### src/rtl/regfile_pkg.sv
// regfile_pkg
// Shared types and constants for the multi-port register file.
//   state_t       : clear-sweep controller states (ST_CLEAR, ST_READY)
//   DEF_*         : default width / depth / read-port count
//   addr_width()  : address bits needed to index DEPTH entries
package regfile_pkg;

    typedef enum logic {
        ST_CLEAR = 1'b0,
        ST_READY = 1'b1
    } state_t;

    localparam int DEF_DATA_W   = 32;
    localparam int DEF_DEPTH    = 32;
    localparam int DEF_NUM_READ = 2;

    // Never return 0 so that a 2-entry file still gets a 1-bit address.
    function automatic int addr_width(input int depth);
        return (depth <= 2) ? 1 : $clog2(depth);
    endfunction

endpackage

### src/rtl/regfile_clear_ctrl.sv
// regfile_clear_ctrl
// Post-reset clear sweep for the register file. While in ST_CLEAR it
// presents one entry address per cycle for the storage to zero, then
// settles in ST_READY until the next reset.
// Ports:
//   i_clk      : rising-edge clock
//   i_reset_n  : asynchronous active-low reset
//   o_ready    : high once every entry has been cleared
//   o_clr_en   : clear write strobe for the storage this cycle
//   o_clr_addr : entry being cleared this cycle
module regfile_clear_ctrl
    import regfile_pkg::*;
#(
    parameter int DEPTH = DEF_DEPTH,
    parameter int AW    = addr_width(DEPTH)
) (
    input  logic          i_clk,
    input  logic          i_reset_n,
    output logic          o_ready,
    output logic          o_clr_en,
    output logic [AW-1:0] o_clr_addr
);

    localparam logic [AW-1:0] LAST_ENTRY = AW'(DEPTH - 1);

    state_t        r_state;
    state_t        w_next_state;
    logic          w_clr_en;
    logic [AW-1:0] r_clr_cnt;

    // State register; reset always restarts the sweep.
    always_ff @(posedge i_clk or negedge i_reset_n) begin
        if (!i_reset_n) begin
            r_state <= ST_CLEAR;
        end else begin
            r_state <= w_next_state;
        end
    end

    // Next-state and clear strobe. The last entry is cleared on the same
    // edge that moves to ST_READY, so the sweep is exactly DEPTH cycles.
    always_comb begin
        w_next_state = r_state;
        w_clr_en     = 1'b0;
        case (r_state)
            ST_CLEAR: begin
                w_clr_en = 1'b1;
                if (r_clr_cnt == LAST_ENTRY) begin
                    w_next_state = ST_READY;
                end
            end
            ST_READY: begin
                w_next_state = ST_READY;
            end
            default: begin
                w_next_state = ST_CLEAR;
            end
        endcase
    end

    // Clear counter only advances while sweeping.
    always_ff @(posedge i_clk or negedge i_reset_n) begin
        if (!i_reset_n) begin
            r_clr_cnt <= '0;
        end else if (w_clr_en && (r_clr_cnt != LAST_ENTRY)) begin
            r_clr_cnt <= r_clr_cnt + 1'b1;
        end
    end

    assign o_ready    = (r_state == ST_READY);
    assign o_clr_en   = w_clr_en;
    assign o_clr_addr = r_clr_cnt;

endmodule

### src/rtl/regfile_mp.sv
// regfile_mp
// Multi-port register file: one write port, NUM_READ registered read
// ports, optional hardwired-zero entry 0 and a post-reset clear sweep.
// Optional feature macro: REGFILE_BYPASS_EN -- when defined, a read of the
// address being written in the same cycle returns the new write data.
// Ports:
//   clk      : rising-edge clock
//   reset_n  : asynchronous active-low reset
//   rd_addr  : NUM_READ packed read addresses, port i at [i*AW +: AW]
//   rd_data  : NUM_READ packed registered read data, port i at [i*DATA_W +: DATA_W]
//   wr_en    : write strobe
//   wr_addr  : write address
//   wr_data  : write data
//   ready    : high once the clear sweep has finished
//   wr_drop  : one-cycle pulse after a discarded write
module regfile_mp
    import regfile_pkg::*;
#(
    parameter int DATA_W   = DEF_DATA_W,
    parameter int DEPTH    = DEF_DEPTH,
    parameter int NUM_READ = DEF_NUM_READ,
    parameter int ZERO_REG = 1,
    localparam int AW      = addr_width(DEPTH)
) (
    input  logic                       clk,
    input  logic                       reset_n,
    input  logic [NUM_READ*AW-1:0]     rd_addr,
    output logic [NUM_READ*DATA_W-1:0] rd_data,
    input  logic                       wr_en,
    input  logic [AW-1:0]              wr_addr,
    input  logic [DATA_W-1:0]          wr_data,
    output logic                       ready,
    output logic                       wr_drop
);

    // One extra bit so DEPTH itself is representable for range checks.
    localparam logic [AW:0] DEPTH_V = (AW + 1)'(DEPTH);

    logic                       w_ready;
    logic                       w_clr_en;
    logic [AW-1:0]              w_clr_addr;

    logic [DATA_W-1:0]          r_mem [DEPTH];
    logic                       w_wr_in_range;
    logic                       w_wr_zero;
    logic                       w_user_we;
    logic                       w_drop_next;
    logic                       w_mem_we;
    logic [AW-1:0]              w_mem_waddr;
    logic [DATA_W-1:0]          w_mem_wdata;

    logic [AW-1:0]              w_ra      [NUM_READ];
    logic [DATA_W-1:0]          w_rd_next [NUM_READ];
    logic [NUM_READ*DATA_W-1:0] r_rd_data;
    logic                       r_wr_drop;

    regfile_clear_ctrl #(
        .DEPTH (DEPTH),
        .AW    (AW)
    ) u_clear_ctrl (
        .i_clk      (clk),
        .i_reset_n  (reset_n),
        .o_ready    (w_ready),
        .o_clr_en   (w_clr_en),
        .o_clr_addr (w_clr_addr)
    );

    // A user write lands only when ready, in range and not aimed at the
    // hardwired-zero entry. Zero-entry writes vanish without a drop pulse.
    assign w_wr_in_range = ({1'b0, wr_addr} < DEPTH_V);
    assign w_wr_zero     = (ZERO_REG != 0) && (wr_addr == '0);
    assign w_user_we     = w_ready && wr_en && w_wr_in_range && !w_wr_zero;
    assign w_drop_next   = wr_en && (!w_ready || !w_wr_in_range);

    // The sweep and user writes are mutually exclusive (ready vs clearing),
    // so a simple mux shares the single storage write port.
    assign w_mem_we    = w_clr_en | w_user_we;
    assign w_mem_waddr = w_clr_en ? w_clr_addr : wr_addr;
    assign w_mem_wdata = w_clr_en ? '0 : wr_data;

    // Storage array; contents are defined by the sweep, not by reset.
    always_ff @(posedge clk) begin
        if (w_mem_we) begin
            r_mem[w_mem_waddr] <= w_mem_wdata;
        end
    end

    // Read-side selection per port: out-of-range and zero-entry reads give
    // 0; with the bypass compiled in, a matching accepted write wins.
    always_comb begin
        for (int i = 0; i < NUM_READ; i++) begin
            w_ra[i]      = rd_addr[i*AW +: AW];
            w_rd_next[i] = '0;
            if (({1'b0, w_ra[i]} < DEPTH_V) &&
                !((ZERO_REG != 0) && (w_ra[i] == '0))) begin
                w_rd_next[i] = r_mem[w_ra[i]];
            end
`ifdef REGFILE_BYPASS_EN
            if (w_user_we && (w_ra[i] == wr_addr)) begin
                w_rd_next[i] = wr_data;
            end
`else
`endif
        end
    end

    // Registered read data, held at zero until the sweep finishes.
    always_ff @(posedge clk or negedge reset_n) begin
        if (!reset_n) begin
            r_rd_data <= '0;
        end else if (!w_ready) begin
            r_rd_data <= '0;
        end else begin
            for (int i = 0; i < NUM_READ; i++) begin
                r_rd_data[i*DATA_W +: DATA_W] <= w_rd_next[i];
            end
        end
    end

    // Drop flag reports the previous cycle's discarded write.
    always_ff @(posedge clk or negedge reset_n) begin
        if (!reset_n) begin
            r_wr_drop <= 1'b0;
        end else begin
            r_wr_drop <= w_drop_next;
        end
    end

    assign rd_data = r_rd_data;
    assign ready   = w_ready;
    assign wr_drop = r_wr_drop;

endmodule

### config.mk
export PLATFORM = sky130hd
export DESIGN_NAME = regfile_mp
export DESIGN_NICKNAME = d
export VERILOG_FILES = /design/src/rtl/regfile_pkg.sv /design/src/rtl/regfile_clear_ctrl.sv /design/src/rtl/regfile_mp.sv
export SDC_FILE = /design/constraint.sdc
export NUM_CORES = 1
export LEC_CHECK = 0
export BUFFER_PORTS_ARGS = -buffer_cell sky130_fd_sc_hd__buf_2
export CAP_MARGIN = 20
export CORE_ASPECT_RATIO = 1.25
export CORE_MARGIN = 3
export CORE_UTILIZATION = 24
export CTS_CLUSTER_DIAMETER = 150
export DETAILED_ROUTE_END_ITERATION = 8
export PLACE_DENSITY_LB_ADDON = 0.12
export SKIP_LAST_GASP = 1
export SLEW_MARGIN = 20
export SYNTH_ARGS = -nofsm -noshare
export SYNTH_HDL_FRONTEND = slang
export SYNTH_SLANG_ARGS = --single-unit
### constraint.sdc
create_clock -name clk -period 3.4 [get_ports clk]
set_input_delay 0.68 -clock clk [delete_from_list [all_inputs] [get_ports clk]]
set_output_delay 0.68 -clock clk [all_outputs]
set_load 0.01 [all_outputs]
; Word-level counts from Yosys, hierarchy flattened
; Memories as Yosys holds them, arrays and structs flattened.
; Index checks and enable logic that the tools add are counted.
[word_totals]
regBits = 71
latch_bits = 0
ram_bits = 1024
mem_bits_ro = 0
input_bits = 50
output_inout_bits = 66
elab_cells = 29
n_memories = 1
[classes]
addsub = 1
n_mul = 0
n_div = 0
n_lt_le_gt_ge = 0
n_eq_ne = 2
shifts = 0
mux = 10
bitwise = 2
n_reduce_logical = 9
[memory_table]
columns = name, depth, width, read_ports, rd_clocked_by_memory_dff, write_ports, line
row1 = r_mem, 32, 32, 2, 0, 1, regfile_mp.sv:43  ; logic [DATA_W-1:0] r_mem [DEPTH];
[ops]
columns = operator, count
row1 = $mux 32, 3
row2 = $mux 64, 1
row3 = $logic_not 5->1, 3
row4 = $add 5x1->5 const B, 1
row5 = $eq 5x5->1 const B, 1
row6 = $mux 5, 1
row7 = $ne 5x5->1 const B, 1
row8 = $logic_and 1x1->1, 4
row9 = $mux 1, 4
row10 = $logic_not 1->1, 2
row11 = $pmux 1 s2, 1
row12 = $not 1->1, 1
row13 = $or 1x1->1, 1

; Depth between registers and ports, before layout
[depth]
word_depth = 6
mapped_depth = 8
mapped_depth_nobuf = 6

; By module
; Synthesis repeated with hierarchy kept, for this count alone.
[hier_totals]
hier_cells = 2914
area_unflattened_um2 = 48606.6
[modules_own_cells]
columns = module, n_inst, cells_per_inst, area_each_um2, seq_area_each_um2
row1 = regfile_mp, 1, 2895, 48347.6, 31415.1
row2 = regfile_clear_ctrl, 1, 19, 259.0, 150.1

; Worst setup path after synthesis
; Ideal clock, no wire load.
[synth_timing]
path_kind = register to register
startpoint = register u_clear_ctrl.r_state, in the netlist u_clear_ctrl.o_ready
endpoint = memory r_mem[19][0] (netlist name), enable pin
setup_time_ns = 0.421
arrival_ns = 2.642
required_time_ns = 2.979
setup_slack_ns = 0.336
stages_incl_launch_ff = 6
n_path_buf = 2
synth_period_minus_slack_ns = 3.064
path_cell_list = dfrtp_1 > buf_2 > buf_2 > mux2i_1 > nand2_1 > nor2_1
[synth_via]
elab_chain_len = 5
word_cells_on_any_way = 7
classes_between = mux (4) / bitwise (1) / reduce/logical (2)
[synth_lines]
columns = element, line
row1 = start: declaration, regfile_clear_ctrl.sv:26  ; state_t r_state;
row2 = start signal: assignment, regfile_clear_ctrl.sv:36  ; r_state <= w_next_state;
row3 = $logic_and 1x1->1 (2 in a row), regfile_mp.sv:72  ; assign w_user_we = w_ready && wr_en && w_wr_in_range && !w_wr_zero;
row4 = $or 1x1->1, regfile_mp.sv:77  ; assign w_mem_we = w_clr_en | w_user_we;
row5 = $mux 1, regfile_mp.sv:83  ; if (w_mem_we) begin
row6 = $mux 1 (not written as such), regfile_mp.sv:84  ; r_mem[w_mem_waddr] <= w_mem_wdata;
row7 = end: declaration, regfile_mp.sv:43
; Several ways; a longest one is shown, not always the timed one.

; Worst setup path after layout
[layout_timing]
startpoint = register u_clear_ctrl.r_state, in the netlist u_clear_ctrl.o_ready
endpoint = memory r_mem[24][22] (netlist name), enable pin
; Same word-level chain as after synthesis.

==> results.yml <==
pwr:
  vdd_drop_max_v: 0.000371
  power.static_leakage_nw: 19.5
  pwr_density_cell_nw_per_um2: 523
clocking:
  insertion_delay_ns: 0.78
  clock_tree.buffer_depth: 3
  clock-sinks: 1095
  number_of_clock_buffers_inserted_by_tritoncts: 120
  ctsResizeCount: 0
  clock_tree.htree_level_count: 3
  cts_tree: "done"
  cts_root_buf: "sky130_fd_sc_hd__clkbuf_16"
  cts.clk_slew.worst_paths_ns: 0.06
timing:
  final_clock_period_utilization_by_the_worst_path: 0.868
  setup_total_negative_slack_ns: 0
  grt_setup_unrepaired: "no"
  post-route-min-period_ns: 2.95
  report.final.setup_viol: 0
  maxSlewViolCount: 0
  timing.fmax_ghz: 0.339
  hold_viol_final: 0
  timing.clock.skew_ns: 0.0556
  slew_hr: 0.255
  worst_slew_pin_tran_ns: 1.12
run:
  maxCapViolations: 0
route:
  first_pass_iters: 7
  totalWireLength_mm: 188
  routedWlPerCell_microns: 32.2
  initialDrtViolationCount: 2680
  route.detailed.drc: 0
  route.vias.total: 29400
  ant_nets: 0
  vias_per_instance: 5.03
synthesis:
  yosysUniqueCellTypes: 46
  synthesis.nets: 2868
  ys_seq_area_frac: 0.662
  synth-main-ff-cell: "sky130_fd_sc_hd__edfxtp_1"
  yosys_register_bits: 1095
  avg_inst_size_synth_sq_um: 17.4
  async_flop_share: 0.0648
  synth_cells: 2816
  synth_warnings: 0
  netlist_area_before_placement_sq_um: 49100
  synth_edf_count: 1024
placement:
  finalWeightedCongestion: 0.761
  place.port_buffers: 115
  placed_cell_area_sq_um: 54500
  dpl.hpwl_mm: 115
status:
  run_status: "complete, no violations"
grt:
  globalRouteTotalUtil: 0.176
  antenna_found_initial: 11
  grt_first_pass_wirelength_mm: 258
  first_global_vias: 31300
  maximum_number_of_pins_on_one_net_before_global_route_repair: 68
  grt_overflow_total: 0
die:
  io_pins: 116
  die_x_microns: 411
  core.rowCount: 185
  design.die.area_sq_um: 210000
  core_area_sq_um: 203000
  initial_utilization: 0.242
  die_height_microns: 512
final_layout:
  design_area_sq_um: 58500
  fillCellCount: 20300
  area_growth_pct: 19.0
  drive_above_1_share: 0.265
  nNetsFinal: 3086
critical_path:
  crit_type: "reg -> reg"
  crit_path_cell_trace: "nor2b_1 > a31oi_2 > buf_4 > nor2_4 > buf_12"
  cp-start-kind: "register"
  cp_slowest_cell: "sky130_fd_sc_hd__dfrtp_4"
  crit_path_end_kind: "register"
  crit_path_max_incr_delay_ns: 0.59
  required_arrival_time_at_the_worst_endpoint_ns: 3.84
  crit_path_max_fanout: 25
  arr_time_crit_path_ns: 3.39
worst_hold_path:
  min_delay_worst_type: "in -> reg"
## where the power goes
group | switching, mW | internal (mW)
Clock | 5.66 | 7.47
Combinational | 1.60 | 0.884
Sequential | 0.0814 | 14.9
Total | 7.34 | 23.2
## logic make-up after synthesis
| kind of cell | Yosys count | synth area share |
|---|---|---|
| adders and majority gates | 2 | 0.000510 |
| xor gates and xnor gates | 3 | 0.000535 |
| and+or+nand+nor | 261 | 0.0276 |
| buffers and inverters | 225 | 0.0241 |
| muxes | 742 | 0.216 |
| DFF | 1095 | 0.662 |
| AOI/OAI and AO/OA | 488 | 0.0686 |
## layout by cell type, fill, tap and decap left out, types with 8 or more instances in the layout
| master | synthesis | final |
|---|---|---|
| sky130_fd_sc_hd__a221oi_2 | 10 | 10 |
| sky130_fd_sc_hd__clkbuf_16 | 0 | 121 |
| sky130_fd_sc_hd__buf_4 | 41 | 145 |
| sky130_fd_sc_hd__clkinv_1 | 0 | 10 |
| sky130_fd_sc_hd__bufinv_16 | 0 | 8 |
| sky130_fd_sc_hd__clkbuf_8 | 0 | 14 |
| sky130_fd_sc_hd__buf_12 | 0 | 58 |
| sky130_fd_sc_hd__buf_2 | 83 | 109 |
| sky130_fd_sc_hd__a22oi_1 | 190 | 190 |
| sky130_fd_sc_hd__clkbuf_1 | 85 | 38 |
| sky130_fd_sc_hd__clkinv_2 | 0 | 20 |
| sky130_fd_sc_hd__nand2_1 | 80 | 80 |
| sky130_fd_sc_hd__nand4_1 | 63 | 63 |
| sky130_fd_sc_hd__mux4_2 | 254 | 254 |
| sky130_fd_sc_hd__o21ai_1 | 49 | 49 |
| sky130_fd_sc_hd__dfrtp_1 | 71 | 70 |
| sky130_fd_sc_hd__and2_1 | 36 | 26 |
| sky130_fd_sc_hd__nor2_4 | 0 | 37 |
| sky130_fd_sc_hd__o21ai_0 | 14 | 14 |
| sky130_fd_sc_hd__a221oi_1 | 22 | 22 |
| sky130_fd_sc_hd__edfxtp_1 | 1024 | 1024 |
| sky130_fd_sc_hd__mux2i_1 | 485 | 485 |
| sky130_fd_sc_hd__and2_2 | 0 | 10 |
| sky130_fd_sc_hd__o22ai_1 | 194 | 194 |
## worst paths after layout
kind / startpoint / end / slack (ns) / cells past startpoint
hold reg to reg: u_clear_ctrl.o_clr_addr[2] / u_clear_ctrl.o_clr_addr[2] / 0.56 / 1
max in group asynchronous: reset_n / u_clear_ctrl.o_ready / 2.47 / 3
setup reg to reg: u_clear_ctrl.o_ready / r_mem[24][22] / 0.45 / 5
setup / recovery: u_clear_ctrl.o_ready / r_mem[24][22] / 0.45 / 5
hold / removal: wr_en / wr_drop / 0.23 / 2
min in group asynchronous: reset_n / rd_data[30] / 0.51 / 3
## per-stage QoR
step	hold slack (ns)	setup WS (ns)	util	total power, mW	cells
detailed placement	0.547	0.350	0.268	17.8	5622
CTS	0.156	0.457	0.288	31.1	5850
floorplan	0.384	0.336	-	16.6	2816
global placement	0.538	0.324	0.268	17.7	5622
global route	0.214	0.311	0.288	31.7	5851
finish	0.225	0.450	0.288	30.6	5852
## critical path: cells and delay by family, from the launching register on
family                 cells  cell delay [ns]
DFF                        1             0.59
and+or+nand+nor            2             0.94
buffers and inverters      2             0.61
AOI/OAI and AO/OA          1             0.44
## state kept, by name (all words and copies together) (netlist names)
register,count
u_clear_ctrl.o_clr_addr,5
u_clear_ctrl.o_ready,1
wr_drop,1
rd_data,64
r_mem,1024
## final cells by class
type | instances | area, sq um | share of cell area
diodes | 2 | 5.00 | 0.0000856
clock buffers | 173 | 3360 | 0.0575
clock inverters | 54 | 531 | 0.00908
inverters | 4 | 15.0 | 0.000257
multi-input cells | 1496 | 15800 | 0.269
flip-flops and latches | 1095 | 32500 | 0.557
well taps | 2711 | 3390 | 0.0580
repair buffers | 317 | 2870 | 0.0490
## per-layer routing
layer / track usage / part of all wire / vias up
met4: 0.0513 / 0.026 / 0
met1: 0.234 / 0.43 / 15900
li1: - / - / 12300
met2: 0.295 / 0.49 / 1032
met3: 0.0263 / 0.053 / 244
met5: 0 / 0 / -
## synth_stat cells, types with 2 or more instances
master | number | share of area
sky130_fd_sc_hd__a221oi_1 | 22 | 0.0039
sky130_fd_sc_hd__a221oi_2 | 10 | 0.0031
sky130_fd_sc_hd__a22oi_1 | 190 | 0.029
sky130_fd_sc_hd__a31oi_1 | 2 | 0.00025
sky130_fd_sc_hd__and2_1 | 36 | 0.0046
sky130_fd_sc_hd__buf_2 | 83 | 0.0085
sky130_fd_sc_hd__buf_4 | 41 | 0.0063
sky130_fd_sc_hd__buf_6 | 11 | 0.0025
sky130_fd_sc_hd__clkbuf_1 | 85 | 0.0065
sky130_fd_sc_hd__dfrtp_1 | 71 | 0.036
sky130_fd_sc_hd__edfxtp_1 | 1024 | 0.63
sky130_fd_sc_hd__ha_1 | 2 | 0.00051
sky130_fd_sc_hd__inv_1 | 4 | 0.00031
sky130_fd_sc_hd__mux2_2 | 3 | 0.00069
sky130_fd_sc_hd__mux2i_1 | 485 | 0.099
sky130_fd_sc_hd__mux4_2 | 254 | 0.12
sky130_fd_sc_hd__nand2_1 | 80 | 0.0061
sky130_fd_sc_hd__nand2b_1 | 2 | 0.00025
sky130_fd_sc_hd__nand3_1 | 3 | 0.00031
sky130_fd_sc_hd__nand3b_1 | 6 | 0.00092
sky130_fd_sc_hd__nand4_1 | 63 | 0.0080
sky130_fd_sc_hd__nor2_1 | 43 | 0.0033
sky130_fd_sc_hd__nor2b_1 | 5 | 0.00064
sky130_fd_sc_hd__nor3_1 | 3 | 0.00031
sky130_fd_sc_hd__nor3b_1 | 3 | 0.00046
sky130_fd_sc_hd__nor4_1 | 2 | 0.00025
sky130_fd_sc_hd__o211ai_1 | 2 | 0.00031
sky130_fd_sc_hd__o21ai_0 | 14 | 0.0014
sky130_fd_sc_hd__o21ai_1 | 49 | 0.0050
sky130_fd_sc_hd__o22ai_1 | 194 | 0.025
sky130_fd_sc_hd__or2_2 | 2 | 0.00025
sky130_fd_sc_hd__or3_1 | 2 | 0.00025
sky130_fd_sc_hd__or3b_1 | 5 | 0.00089
sky130_fd_sc_hd__or3b_2 | 2 | 0.00036
sky130_fd_sc_hd__xnor2_1 | 2 | 0.00036
## repair_timing
item | in CTS | in global routing
endpoints found under the hold margin | 71 | 0
hold buffers | 1 | 0
setup buffers | 0 | 0
(Power assumes the default switching activity.)
